### src/rtl/wb_merge_unit_if.sv
// Writeback merge bus: MEM/WB pipeline fields, long-latency result
// channels, and the register-file write port.
interface wb_merge_unit_if #(
   parameter int XLEN   = 32,
   parameter int NUM_LQ = 2
);
   logic [XLEN-1:0]        wb_alu_out_in;
   logic [XLEN-1:0]        wb_mem_data_in;
   logic [XLEN-1:0]        wb_pc4_in;
   logic [XLEN-1:0]        wb_imm_in;
   logic [4:0]             wb_rd_in;
   logic [1:0]             wb_reg_in_sel_in;
   logic                   wb_mem_reg_in;
   logic [2:0]             wb_mem_funct3_in;
   logic [1:0]             wb_addr_lo_in;
   logic                   wb_reg_wr_in;
   logic [NUM_LQ-1:0]      lq_valid_in;
   logic [NUM_LQ*XLEN-1:0] lq_data_in;
   logic [NUM_LQ*5-1:0]    lq_rd_in;
   logic [NUM_LQ-1:0]      lq_ready_out;
   logic [4:0]             wb_rd_out;
   logic [XLEN-1:0]        wb_reg_wr_data_out;
   logic                   wb_reg_wr_out;
   logic [2:0]             wb_src_out;
   logic                   wb_stall_out;

   modport master (
      output wb_alu_out_in, wb_mem_data_in, wb_pc4_in, wb_imm_in, wb_rd_in,
             wb_reg_in_sel_in, wb_mem_reg_in, wb_mem_funct3_in, wb_addr_lo_in,
             wb_reg_wr_in, lq_valid_in, lq_data_in, lq_rd_in,
      input  lq_ready_out, wb_rd_out, wb_reg_wr_data_out, wb_reg_wr_out,
             wb_src_out, wb_stall_out
   );

   modport slave (
      input  wb_alu_out_in, wb_mem_data_in, wb_pc4_in, wb_imm_in, wb_rd_in,
             wb_reg_in_sel_in, wb_mem_reg_in, wb_mem_funct3_in, wb_addr_lo_in,
             wb_reg_wr_in, lq_valid_in, lq_data_in, lq_rd_in,
      output lq_ready_out, wb_rd_out, wb_reg_wr_data_out, wb_reg_wr_out,
             wb_src_out, wb_stall_out
   );
endinterface

### src/rtl/wb_merge_unit.sv
// Writeback merge stage: combines the in-order pipeline writeback with
// buffered long-latency results onto the single register-file write port,
// with round-robin channel draining and a one-cycle starvation stall.
module wb_merge_unit #(
   parameter int XLEN         = 32,
   parameter int NUM_LQ       = 2,
   parameter int LQ_DEPTH     = 2,
   parameter int STARVE_LIMIT = 4
) (
   input logic           clk,
   input logic           rst,
   wb_merge_unit_if.slave bus
);
   localparam int AW = $clog2(LQ_DEPTH);
   localparam int PW = (NUM_LQ > 1) ? $clog2(NUM_LQ) : 1;
   localparam int SW = $clog2(STARVE_LIMIT + 1);
   localparam logic [AW-1:0] PTR_ONE    = 1;
   localparam logic [AW:0]   CNT_ONE    = 1;
   localparam logic [AW:0]   CNT_FULL   = LQ_DEPTH;
   localparam logic [PW-1:0] RR_ONE     = 1;
   localparam logic [PW-1:0] RR_LAST    = NUM_LQ - 1;
   localparam logic [SW-1:0] STARVE_ONE = 1;
   localparam logic [SW-1:0] STARVE_MAX = STARVE_LIMIT;

   logic [XLEN-1:0]   head_data [NUM_LQ];
   logic [4:0]        head_rd   [NUM_LQ];
   logic [NUM_LQ-1:0] nonempty;
   logic [NUM_LQ-1:0] ready;
   logic [NUM_LQ-1:0] pop;
   logic [PW-1:0]     rr_ptr_q, rr_ptr_d;
   logic [SW-1:0]     starve_cnt_q, starve_cnt_d;
   logic              preq, any_ne, force_drain, pipe_win, grant_vld;
   logic [PW-1:0]     grant_idx;
   logic [XLEN-1:0]   pipe_data;
   int                cand;

   // RV32I sub-word load extraction; addr_lo[0] is ignored for halfwords
   function automatic logic [XLEN-1:0] extract_load(input logic [XLEN-1:0] word,
                                                    input logic [2:0] f3,
                                                    input logic [1:0] lo);
      logic [7:0]  b;
      logic [15:0] h;
      case (lo)
         2'd0:    b = word[7:0];
         2'd1:    b = word[15:8];
         2'd2:    b = word[23:16];
         default: b = word[31:24];
      endcase
      h = lo[1] ? word[31:16] : word[15:0];
      case (f3)
         3'b000:  return {{(XLEN-8){b[7]}}, b};
         3'b100:  return {{(XLEN-8){1'b0}}, b};
         3'b001:  return {{(XLEN-16){h[15]}}, h};
         3'b101:  return {{(XLEN-16){1'b0}}, h};
         default: return word;
      endcase
   endfunction

   // Pipeline write-data select (load data overrides reg_in_sel)
   always_comb begin
      pipe_data = bus.wb_alu_out_in;
      if (bus.wb_mem_reg_in) begin
         pipe_data = extract_load(bus.wb_mem_data_in, bus.wb_mem_funct3_in, bus.wb_addr_lo_in);
      end else begin
         case (bus.wb_reg_in_sel_in)
            2'b10:   pipe_data = bus.wb_imm_in;
            2'b11:   pipe_data = bus.wb_pc4_in;
            default: pipe_data = bus.wb_alu_out_in;
         endcase
      end
   end

   genvar gi;
   generate
      for (gi = 0; gi < NUM_LQ; gi++) begin : g_ch
         logic [XLEN-1:0] data_mem_q [LQ_DEPTH];
         logic [4:0]      rd_mem_q   [LQ_DEPTH];
         logic [AW-1:0]   wptr_q, wptr_d, rptr_q, rptr_d;
         logic [AW:0]     cnt_q, cnt_d;
         logic [4:0]      in_rd;
         logic            store;

         // Ready reflects fullness only; a same-cycle pop does not free a slot.
         // rd=0 results are accepted but dropped since they never write.
         assign in_rd          = bus.lq_rd_in[gi*5 +: 5];
         assign ready[gi]      = !rst && (cnt_q != CNT_FULL);
         assign nonempty[gi]   = (cnt_q != '0);
         assign head_data[gi]  = data_mem_q[rptr_q];
         assign head_rd[gi]    = rd_mem_q[rptr_q];
         assign store          = bus.lq_valid_in[gi] && ready[gi] && (in_rd != 5'd0);

         // Next FIFO pointers and occupancy
         always_comb begin
            wptr_d = wptr_q;
            rptr_d = rptr_q;
            cnt_d  = cnt_q;
            if (store)   wptr_d = wptr_q + PTR_ONE;
            if (pop[gi]) rptr_d = rptr_q + PTR_ONE;
            case ({store, pop[gi]})
               2'b10:   cnt_d = cnt_q + CNT_ONE;
               2'b01:   cnt_d = cnt_q - CNT_ONE;
               default: cnt_d = cnt_q;
            endcase
         end

         // FIFO pointer/occupancy registers; reset discards buffered entries
         always_ff @(posedge clk) begin
            if (rst) begin
               wptr_q <= '0;
               rptr_q <= '0;
               cnt_q  <= '0;
            end else begin
               wptr_q <= wptr_d;
               rptr_q <= rptr_d;
               cnt_q  <= cnt_d;
            end
         end

         // Entry storage; contents are don't-care until counted valid
         always_ff @(posedge clk) begin
            if (store) begin
               data_mem_q[wptr_q] <= bus.lq_data_in[gi*XLEN +: XLEN];
               rd_mem_q[wptr_q]   <= in_rd;
            end
         end
      end
   endgenerate

   // Arbitration: pipeline first unless starvation forces a channel drain
   always_comb begin
      preq        = bus.wb_reg_wr_in && (bus.wb_rd_in != 5'd0);
      any_ne      = |nonempty;
      force_drain = (starve_cnt_q == STARVE_MAX) && any_ne;
      pipe_win    = preq && !force_drain;
      grant_vld   = 1'b0;
      grant_idx   = '0;
      cand        = 0;
      pop         = '0;
      if (!pipe_win && !rst) begin
         for (int k = 0; k < NUM_LQ; k++) begin
            cand = int'(rr_ptr_q) + k;
            if (cand >= NUM_LQ) cand = cand - NUM_LQ;
            if (!grant_vld && nonempty[cand]) begin
               grant_vld = 1'b1;
               grant_idx = PW'(cand);
            end
         end
      end
      if (grant_vld) pop[grant_idx] = 1'b1;

      rr_ptr_d = rr_ptr_q;
      if (grant_vld) rr_ptr_d = (grant_idx == RR_LAST) ? '0 : grant_idx + RR_ONE;

      starve_cnt_d = starve_cnt_q;
      if (grant_vld || !any_ne)
         starve_cnt_d = '0;
      else if (pipe_win && starve_cnt_q != STARVE_MAX)
         starve_cnt_d = starve_cnt_q + STARVE_ONE;
   end

   // Register-file write port and handshake outputs
   always_comb begin
      bus.wb_rd_out          = bus.wb_rd_in;
      bus.wb_reg_wr_data_out = pipe_data;
      bus.wb_reg_wr_out      = 1'b0;
      bus.wb_src_out         = 3'd0;
      bus.wb_stall_out       = 1'b0;
      bus.lq_ready_out       = ready;
      if (!rst) begin
         bus.wb_stall_out = force_drain && preq;
         if (grant_vld) begin
            bus.wb_rd_out          = head_rd[grant_idx];
            bus.wb_reg_wr_data_out = head_data[grant_idx];
            bus.wb_reg_wr_out      = 1'b1;
            bus.wb_src_out         = 3'(grant_idx) + 3'd1;
         end else begin
            bus.wb_reg_wr_out = preq;
         end
      end
   end

   // Round-robin pointer and starvation counter
   always_ff @(posedge clk) begin
      if (rst) begin
         rr_ptr_q     <= '0;
         starve_cnt_q <= '0;
      end else begin
         rr_ptr_q     <= rr_ptr_d;
         starve_cnt_q <= starve_cnt_d;
      end
   end
endmodule

### src/flat_wrapper.sv
// flat-port wrapper written by rule: the top's interface ports become plain ports
module wb_merge_unit_flat 
#(
   parameter int XLEN         = 32,
   parameter int NUM_LQ       = 2,
   parameter int LQ_DEPTH     = 2,
   parameter int STARVE_LIMIT = 4
)
  (clk, rst, bus_wb_alu_out_in, bus_wb_mem_data_in, bus_wb_pc4_in, bus_wb_imm_in, bus_wb_rd_in, bus_wb_reg_in_sel_in, bus_wb_mem_reg_in, bus_wb_mem_funct3_in, bus_wb_addr_lo_in, bus_wb_reg_wr_in, bus_lq_valid_in, bus_lq_data_in, bus_lq_rd_in, bus_lq_ready_out, bus_wb_rd_out, bus_wb_reg_wr_data_out, bus_wb_reg_wr_out, bus_wb_src_out, bus_wb_stall_out);
  wb_merge_unit_if #(.XLEN(XLEN), .NUM_LQ(NUM_LQ)) bus_i ();
  input logic clk;
  input logic rst;
  input wire logic [$bits(bus_i.wb_alu_out_in)-1:0] bus_wb_alu_out_in;
  input wire logic [$bits(bus_i.wb_mem_data_in)-1:0] bus_wb_mem_data_in;
  input wire logic [$bits(bus_i.wb_pc4_in)-1:0] bus_wb_pc4_in;
  input wire logic [$bits(bus_i.wb_imm_in)-1:0] bus_wb_imm_in;
  input wire logic [$bits(bus_i.wb_rd_in)-1:0] bus_wb_rd_in;
  input wire logic [$bits(bus_i.wb_reg_in_sel_in)-1:0] bus_wb_reg_in_sel_in;
  input wire logic [$bits(bus_i.wb_mem_reg_in)-1:0] bus_wb_mem_reg_in;
  input wire logic [$bits(bus_i.wb_mem_funct3_in)-1:0] bus_wb_mem_funct3_in;
  input wire logic [$bits(bus_i.wb_addr_lo_in)-1:0] bus_wb_addr_lo_in;
  input wire logic [$bits(bus_i.wb_reg_wr_in)-1:0] bus_wb_reg_wr_in;
  input wire logic [$bits(bus_i.lq_valid_in)-1:0] bus_lq_valid_in;
  input wire logic [$bits(bus_i.lq_data_in)-1:0] bus_lq_data_in;
  input wire logic [$bits(bus_i.lq_rd_in)-1:0] bus_lq_rd_in;
  output wire logic [$bits(bus_i.lq_ready_out)-1:0] bus_lq_ready_out;
  output wire logic [$bits(bus_i.wb_rd_out)-1:0] bus_wb_rd_out;
  output wire logic [$bits(bus_i.wb_reg_wr_data_out)-1:0] bus_wb_reg_wr_data_out;
  output wire logic [$bits(bus_i.wb_reg_wr_out)-1:0] bus_wb_reg_wr_out;
  output wire logic [$bits(bus_i.wb_src_out)-1:0] bus_wb_src_out;
  output wire logic [$bits(bus_i.wb_stall_out)-1:0] bus_wb_stall_out;
  assign bus_i.wb_alu_out_in = bus_wb_alu_out_in;
  assign bus_i.wb_mem_data_in = bus_wb_mem_data_in;
  assign bus_i.wb_pc4_in = bus_wb_pc4_in;
  assign bus_i.wb_imm_in = bus_wb_imm_in;
  assign bus_i.wb_rd_in = bus_wb_rd_in;
  assign bus_i.wb_reg_in_sel_in = bus_wb_reg_in_sel_in;
  assign bus_i.wb_mem_reg_in = bus_wb_mem_reg_in;
  assign bus_i.wb_mem_funct3_in = bus_wb_mem_funct3_in;
  assign bus_i.wb_addr_lo_in = bus_wb_addr_lo_in;
  assign bus_i.wb_reg_wr_in = bus_wb_reg_wr_in;
  assign bus_i.lq_valid_in = bus_lq_valid_in;
  assign bus_i.lq_data_in = bus_lq_data_in;
  assign bus_i.lq_rd_in = bus_lq_rd_in;
  assign bus_lq_ready_out = bus_i.lq_ready_out;
  assign bus_wb_rd_out = bus_i.wb_rd_out;
  assign bus_wb_reg_wr_data_out = bus_i.wb_reg_wr_data_out;
  assign bus_wb_reg_wr_out = bus_i.wb_reg_wr_out;
  assign bus_wb_src_out = bus_i.wb_src_out;
  assign bus_wb_stall_out = bus_i.wb_stall_out;
  wb_merge_unit #(.XLEN(XLEN), .NUM_LQ(NUM_LQ), .LQ_DEPTH(LQ_DEPTH), .STARVE_LIMIT(STARVE_LIMIT)) u_core (.clk(clk), .rst(rst), .bus(bus_i));
endmodule
### config.mk
export PLATFORM = sky130hd
export DESIGN_NAME = wb_merge_unit_flat
export DESIGN_NICKNAME = d
export VERILOG_FILES = /design/src/rtl/wb_merge_unit_if.sv /design/src/rtl/wb_merge_unit.sv /design/src/flat_wrapper.sv
export SDC_FILE = /design/constraint.sdc
export NUM_CORES = 1
export LEC_CHECK = 0
export CORE_MARGIN = 5
export CORE_UTILIZATION = 35
export DETAILED_ROUTE_END_ITERATION = 8
export PLACE_DENSITY = 0.76
export SLEW_MARGIN = 20
export SYNTH_ARGS = -nofsm -noshare
export SYNTH_HDL_FRONTEND = slang
export SYNTH_SLANG_ARGS = --single-unit
### constraint.sdc
create_clock -name clk -period 3.8 [get_ports clk]
set_input_delay 1.14 -clock clk [delete_from_list [all_inputs] [get_ports clk]]
set_output_delay 1.14 -clock clk [all_outputs]
set_load 0.005 [all_outputs]
==> results of run 1 <==
-- registers in the layout (all words and copies together), names as in the netlist, named ones only --
signal	flops
u_core.g_ch.data_mem_q	128
u_core.g_ch.rd_mem_q	20
u_core.g_ch.cnt_q	4
u_core.starve_cnt_q	3
u_core.g_ch.rptr_q	2
u_core.g_ch.wptr_q	2
u_core.rr_ptr_q	1
-- layout make-up --
class	instances	area, sq um
antenna	3	7.51
clock buffer	18	429
clock inverter	14	181
fill	2061	10900
inverter	24	90.1
multi-input combinational	436	3730
sequential	162	4730
tap	324	405
timing repair buffer	381	3670
-- stage by stage --
step           worst slack (ns)  total power [mW]  hold slack [ns]
6_report                 -0.212              5.42            0.459
5_1_grt                  -0.222              5.63            0.492
4_1_cts                  -0.277              5.37            0.454
3_5_place_dp             -0.915              3.57            0.439
3_3_place_gp             -0.900              3.55            0.430
2_1_floorplan             0.214              2.79            0.417
-- final timing paths --
check	to	slack (ns)	cells past startpoint
setup reg to reg	u_core.g_ch[0].cnt_q[1]$_SDFFE_PP0P_	1.16	10
setup / recovery	bus_wb_reg_wr_data_out[13]	-0.21	9
hold / removal	u_core.starve_cnt_q[0]$_SDFFE_PP0P_	0.46	1
hold reg to reg	u_core.starve_cnt_q[0]$_SDFFE_PP0P_	0.46	1
-- cells in the mapped netlist, drive strengths merged (2+ instances only) --
cell type / instances / area [sq um]
a2111oi: 8 / 70.1
a211oi: 24 / 180
a21oi: 32 / 160
a32o: 7 / 70.1
buf: 27 / 198
clkbuf: 27 / 101
dfxtp: 14 / 280
edfxtp: 148 / 4440
ha: 4 / 50.1
inv: 24 / 90.1
mux2: 7 / 78.8
mux2i: 119 / 1190
nand2: 12 / 45.0
nor2: 62 / 240
nor3: 9 / 45.0
o211a: 2 / 27.5
o211ai: 11 / 96.3
o21a: 2 / 15.0
o21ai: 36 / 180
o221ai: 20 / 175
o22a: 17 / 149
o22ai: 10 / 62.6
o32ai: 16 / 215
or2: 11 / 68.8
or3: 6 / 37.5
or4: 3 / 26.3
xnor2: 3 / 26.3
xor2: 2 / 17.5
-- repair_timing --
| action | in CTS | in global routing |
|---|---|---|
| endpoints found under the hold margin | 0 | 0 |
| endpoints found under the setup margin | 41 | 39 |
| buffers inserted | 25 | 4 |
| pin swaps | 17 | 26 |
| gates resized for setup | 222 | 96 |
| gates cloned | 4 | 1 |
-- routing by layer --
metal	routed length (um)	GRT usage [%]
met5	13	0
met4	1040	8.55
met1	12000	26.1
met3	2720	5.21
met2	15000	36.5
-- kinds of logic (layout without fill, tap and decap cells) --
| kind of cell | after synthesis | in the layout |
|---|---|---|
| compound gates | 191 | 191 |
| xor+xnor | 5 | 5 |
| other cells | 1 | 4 |
| mux | 126 | 126 |
| simple gates | 109 | 109 |
| flops | 162 | 162 |
| fa+ha+maj | 4 | 4 |
| buf+inv | 78 | 437 |
-- power groups by stage --
stage          combinational [mW]  clock, mW  sequential, mW
3_5_place_dp                 1.44          0            2.14
2_1_floorplan               0.691          0            2.10
6_report                     1.58       1.75            2.10
3_3_place_gp                 1.42          0            2.13
5_1_grt                      1.67       1.85            2.11
4_1_cts                      1.50       1.77            2.10
-- placed cells by master (no fill, tap or decap), types with 7 or more instances in the layout --
master,netlist,final
a211oi_1,24,21
o21ai_0,31,20
o221ai_2,0,10
o211ai_1,10,10
o221ai_1,20,10
buf_6,8,26
nor2_1,61,58
mux2_2,7,7
o22a_1,17,17
nor3_1,9,9
mux2i_1,119,114
o32ai_2,10,11
or2_2,9,9
inv_1,24,23
edfxtp_1,148,148
clkdlybuf4s50_1,0,203
dfxtp_1,14,12
buf_2,11,38
clkbuf_16,0,18
o21ai_2,0,7
buf_12,0,19
a21oi_1,32,32
buf_4,6,76
nand2_1,12,10
==> flow_summary.toml, run 1 <==
[sta]
tightest_slew_ns = 0.813
clock.fmax_mhz = 249
setup_viol = 35
clock_skew_ns = 0.00866
timing.final.ws_setup_ns = -0.212
finalCritPeriodShare_pct = 106
fin_crit_ns = 4.01
max-slew-margin-rel_pct = 45.7
setup_tns_ns = -3.56
hold_viol = 0
drv_slew = 0
rsz0062_at_grt = "yes"

[layout]
finish.instance_area_sq_um = 13200
instances_no_fill = 1362
syn_to_final_growth_pct = 56.3
final_net_count = 1246
drive_gt1_share_pct = 28.0
utilization_pct = 54.9

[yosys]
synth_area_sq_um = 8470
ys_types = 51
synth-main-ff-cell = "edfxtp_1"
synthArstFlopShare_pct = 0
synth_cells = 676
synth_edf_count = 148
ys_ff_latch = 162
yosys-mux-area-fraction_pct = 15.0
synth_warnings = 0
syn_avg_cell_area_sq_um = 12.5
synth_top_family_by_area = "compound AO/OA/AOI/OAI gates"
yosysSeqAreaShare_pct = 55.8
synth_adder_area_share_pct = 0.591
synth_xor_area_share_pct = 0.517
synth_nets = 900
yosys.area_share.simple_pct = 6.11
synth-compound-area-share_pct = 17.4

[detailed_routing]
dr.first_iter.drc_count = 526
num_vias = 7239
postRouteAntennaNets = 0
first_pass_iters = 5
vias_per_cell = 5.31
drt-total-wl_um = 30800
drc = 0
drt-wirelength-per-cell_um = 22.6

[placement]
place_inst = 1296
gp_congestion = 0.826
placement.io_buffers = 262
place_hpwl_um = 22900
dpl-instance-area_sq_um = 12100

[worst_hold_path]
hp-class = "reg2reg"
worstHoldStart = "u_core.starve_cnt_q[0]$_SDFFE_PP0P_"

[critical_path]
startpoint_type = "primary input"
endpoint_kind = "output port"
required_ns = 2.66
path_class = "in2out"
worst-path-buf-inv = 5
critPathArrivalTime_ns = 2.87
cp_top_family = "simple AND/OR/NAND/NOR gates"
crit_path_top_delay_cell = "or4_4"
crit_fanout = 6
cp_cell_sequence = "buf_2, or4_4, o211a_4, nor2_4, buf_6, buf_16, buf_6, o211ai_1, buf_2"
cpPeakStageDelay_ns = 0.55
r2r_start = "u_core.g_ch[0].cnt_q[0]$_SDFFE_PP0P_"
crit_start = "bus_wb_rd_in[1]"

[floorplanning]
io_pins = 264
row_count = 57
die_w_um = 166
start_util_pct = 35.1
die_area_sq_um = 27400
core_area_sq_um = 24100
die_height_um = 166

[cts]
cts-root-buf = "clkbuf_16"
cts_buffers = 17
postCtsHoldBufs = 0
clk_latency_ns = 0.43
htreeDepth = 4
clk_pin_slew_worst_paths_ns = 0.07
cts_tree = "yes"
cts_buffer_depth = 2
clock-sinks = 162

[power_and_ir_drop]
p_per_area_nw_per_um2 = 410
p_leak_nw = 4.75
clkPwrFrac_pct = 32.3
switching_share_pct = 27.9
internal-power_mw = 3.91
power_frac_seq_pct = 38.7
switching_power_mw = 1.51
ir_worst_vdd_uv = 278
pwr-share-comb_pct = 29.0

[status]
violations = "setup timing"
status = "complete, but fails checks"

[grt]
antenna_found_initial = 4
grt_max_degree = 38
grt_pass1_vias = 7257
grt_util_all_layers_pct = 21.4
grt_overflow = 0
grt_pass1_wl_um = 43300

[run]
maxCapViolCount = 0
Note: power is estimated with default switching activity, not from simulation.
==> run 2: changes to the inputs <==
--- a/config.mk
+++ b/config.mk
@@ -7,6 +7,7 @@
 export LEC_CHECK = 0
 export CORE_MARGIN = 5
 export CORE_UTILIZATION = 35
+export CTS_CLUSTER_SIZE = 16
 export DETAILED_ROUTE_END_ITERATION = 8
 export PLACE_DENSITY = 0.76
 export SLEW_MARGIN = 20
==> constraint.sdc (replaced) <==
create_clock -name clk -period 3.8 [get_ports clk]
set_input_delay 0.76 -clock clk [delete_from_list [all_inputs] [get_ports clk]]
set_output_delay 0.76 -clock clk [all_outputs]
set_load 0.005 [all_outputs]
==> run 2 against run 1 <==
Net effect: cell count is 4.3% lower; clock power is 5% lower; maximum frequency is 5.5% higher; clock skew is 0.0018 ns higher; core utilization is 3.0 points lower; critical path type unchanged; the run still ends with setup timing left; first-iteration DRC count is 8.2% higher; setup slack better by 0.21 ns; worst hold slack worse by 0.0068 ns; largest power group unchanged; non-clock buffer count is 59 lower.
==> flow_summary.toml, run 2 (same netlist as run 1, synthesis figures left out) <==
[grt]
antenna_found_initial = 3
grt_util_all_layers_pct = 20.5
grt_pass1_wl_um = 41300
grt_overflow = 0
grt_max_degree = 38
grt_pass1_vias = 6824

[run]
maxCapViolCount = 0

[critical_path]
crit_fanout = 4
r2r_slack_ns = 1.32
required_ns = 3.04
crit_start = "bus_wb_rd_in[3]"
reg2reg_depth = 9
r2r_start = "u_core.g_ch[0].cnt_q[0]$_SDFFE_PP0P_"
startpoint_type = "primary input"
path_class = "in2out"
critPathArrivalTime_ns = 3.04
rr_endpoint = "u_core.g_ch[0].cnt_q[1]$_SDFFE_PP0P_"
endpoint_kind = "output port"

[layout]
utilization_pct = 51.9
final_net_count = 1187
syn_to_final_growth_pct = 47.7
regMostFlops = "u_core.g_ch.data_mem_q"
drive_gt1_share_pct = 14.5
final_common_cell = "clkdlybuf4s50_1"
largest_register_ffs = 128
reg_top3 = "u_core.g_ch.data_mem_q (128), u_core.g_ch.rd_mem_q (20), u_core.g_ch.cnt_q (4)"
final_cell_mix = "clkdlybuf4s50_1, edfxtp_1, mux2i_1, nor2_1, buf_4"

[floorplanning]
row_count = 57
core_area_sq_um = 24100
die_height_um = 166
die_area_sq_um = 27400
die_w_um = 166
io_pins = 264
start_util_pct = 35.1

[cts]
clock-sinks = 162
clk_latency_ns = 0.43
htreeDepth = 4
cts_tree = "yes"
cts-root-buf = "clkbuf_16"
postCtsHoldBufs = 0
clk_pin_slew_worst_paths_ns = 0.06
cts_buffers = 17
cts_buffer_depth = 2

[detailed_routing]
drc = 0
postRouteAntennaNets = 0
dr.first_iter.drc_count = 569
drt-wirelength-per-cell_um = 22.9
drt-total-wl_um = 29800
vias_per_cell = 5.32
num_vias = 6937
first_pass_iters = 5

[sta]
tightest_slew_ns = 0.662
clock.fmax_mhz = 263
drv_slew = 0
setup_tns_ns = -0.00137
timing.final.ws_setup_ns = -0.00137
rsz0062_at_grt = "yes"
fin_crit_ns = 3.80
clock_skew_ns = 0.0105
hold_viol = 0
max-slew-margin-rel_pct = 55.9
setup_viol = 1
finalCritPeriodShare_pct = 100

[worst_hold_path]
worstHoldStart = "u_core.starve_cnt_q[0]$_SDFFE_PP0P_"
min_path_cells = 1
min_delay_worst_endpoint = "u_core.starve_cnt_q[0]$_SDFFE_PP0P_"
hp-class = "reg2reg"

[power_and_ir_drop]
internal-power_mw = 3.69
p_per_area_nw_per_um2 = 412
switching_power_mw = 1.47
clkPwrFrac_pct = 32.3
ir_worst_vdd_uv = 311
switching_share_pct = 28.5
power_frac_seq_pct = 41.0
pwr-share-comb_pct = 26.8
p_leak_nw = 4.53

[status]
status = "complete, but fails checks"
violations = "setup timing"

[placement]
gp_congestion = 0.839
place_hpwl_um = 22700
preCtsSetupSlack_ns = -0.153
placement.io_buffers = 262
run 2: how the worst max path moves through the flow:
stage / end / slack, ns / depth (start not counted)
2_1_floorplan: u_core.g_ch[0].data_mem_q[1][0]$_DFFE_PP_ / 0.33 / 5
3_3_place_gp: bus_wb_reg_wr_data_out[5] / -0.16 / 7
3_5_place_dp: bus_wb_reg_wr_data_out[5] / -0.15 / 7
4_1_cts: bus_wb_reg_wr_data_out[5] / -0.02 / 7
5_1_grt: bus_wb_rd_out[0] / -0.08 / 6
6_report: bus_wb_rd_out[0] / -0.001 / 6
run 2: per-layer routing:
layer / routed length, um / share of wire, % / track usage (%)
met3: 2600 / 8.7 / 5.04
met4: 756 / 2.5 / 8.25
met1: 12400 / 42 / 26.4
met5: 0 / 0 / 0
met2: 14100 / 47 / 33.4
run 2: area by class of cell:
class                      count  area [sq um]
fill                        2129         11600
sequential                   162          4730
multi-input combinational    436          3450
timing repair buffer         322          3270
clock buffer                  18           429
tap                          324           405
clock inverter                14           140
inverter                      24          90.1
antenna                        3          7.51
run 2: what timing repair did:
| item | in CTS | in global routing |
|---|---|---|
| resized for setup | 26 | 42 |
| setup endpoints to repair | 36 | 26 |
| buffers inserted | 1 | 3 |
| gates cloned | 0 | 3 |
| pin swaps | 5 | 3 |
run 2: metrics by stage:
step	area [sq um]	hold slack, ns	std cells	power [mW]
after floorplan	8470	0.417	676	2.79
after global placement	11700	0.428	1261	3.49
after detailed placement	11700	0.441	1261	3.52
after CTS	12300	0.456	1294	5.18
after global routing	12500	0.472	1303	5.37
final	12500	0.452	1303	5.16
run 2: power groups by stage:
stage | clock network [mW] | logic (mW) | registers [mW]
after floorplan | 0 | 0.690 | 2.10
after global placement | 0 | 1.34 | 2.15
after detailed placement | 0 | 1.37 | 2.15
after CTS | 1.70 | 1.37 | 2.11
after global routing | 1.78 | 1.47 | 2.12
final | 1.67 | 1.38 | 2.11
run 2: worst max-delay path, cell delays in order:
cell	delay [ns]
clkdlybuf4s50_1	0.42
or4_4	0.57
o211ai_4	0.24
nand2_1	0.23
o221ai_4	0.27
clkdlybuf4s50_1	0.55
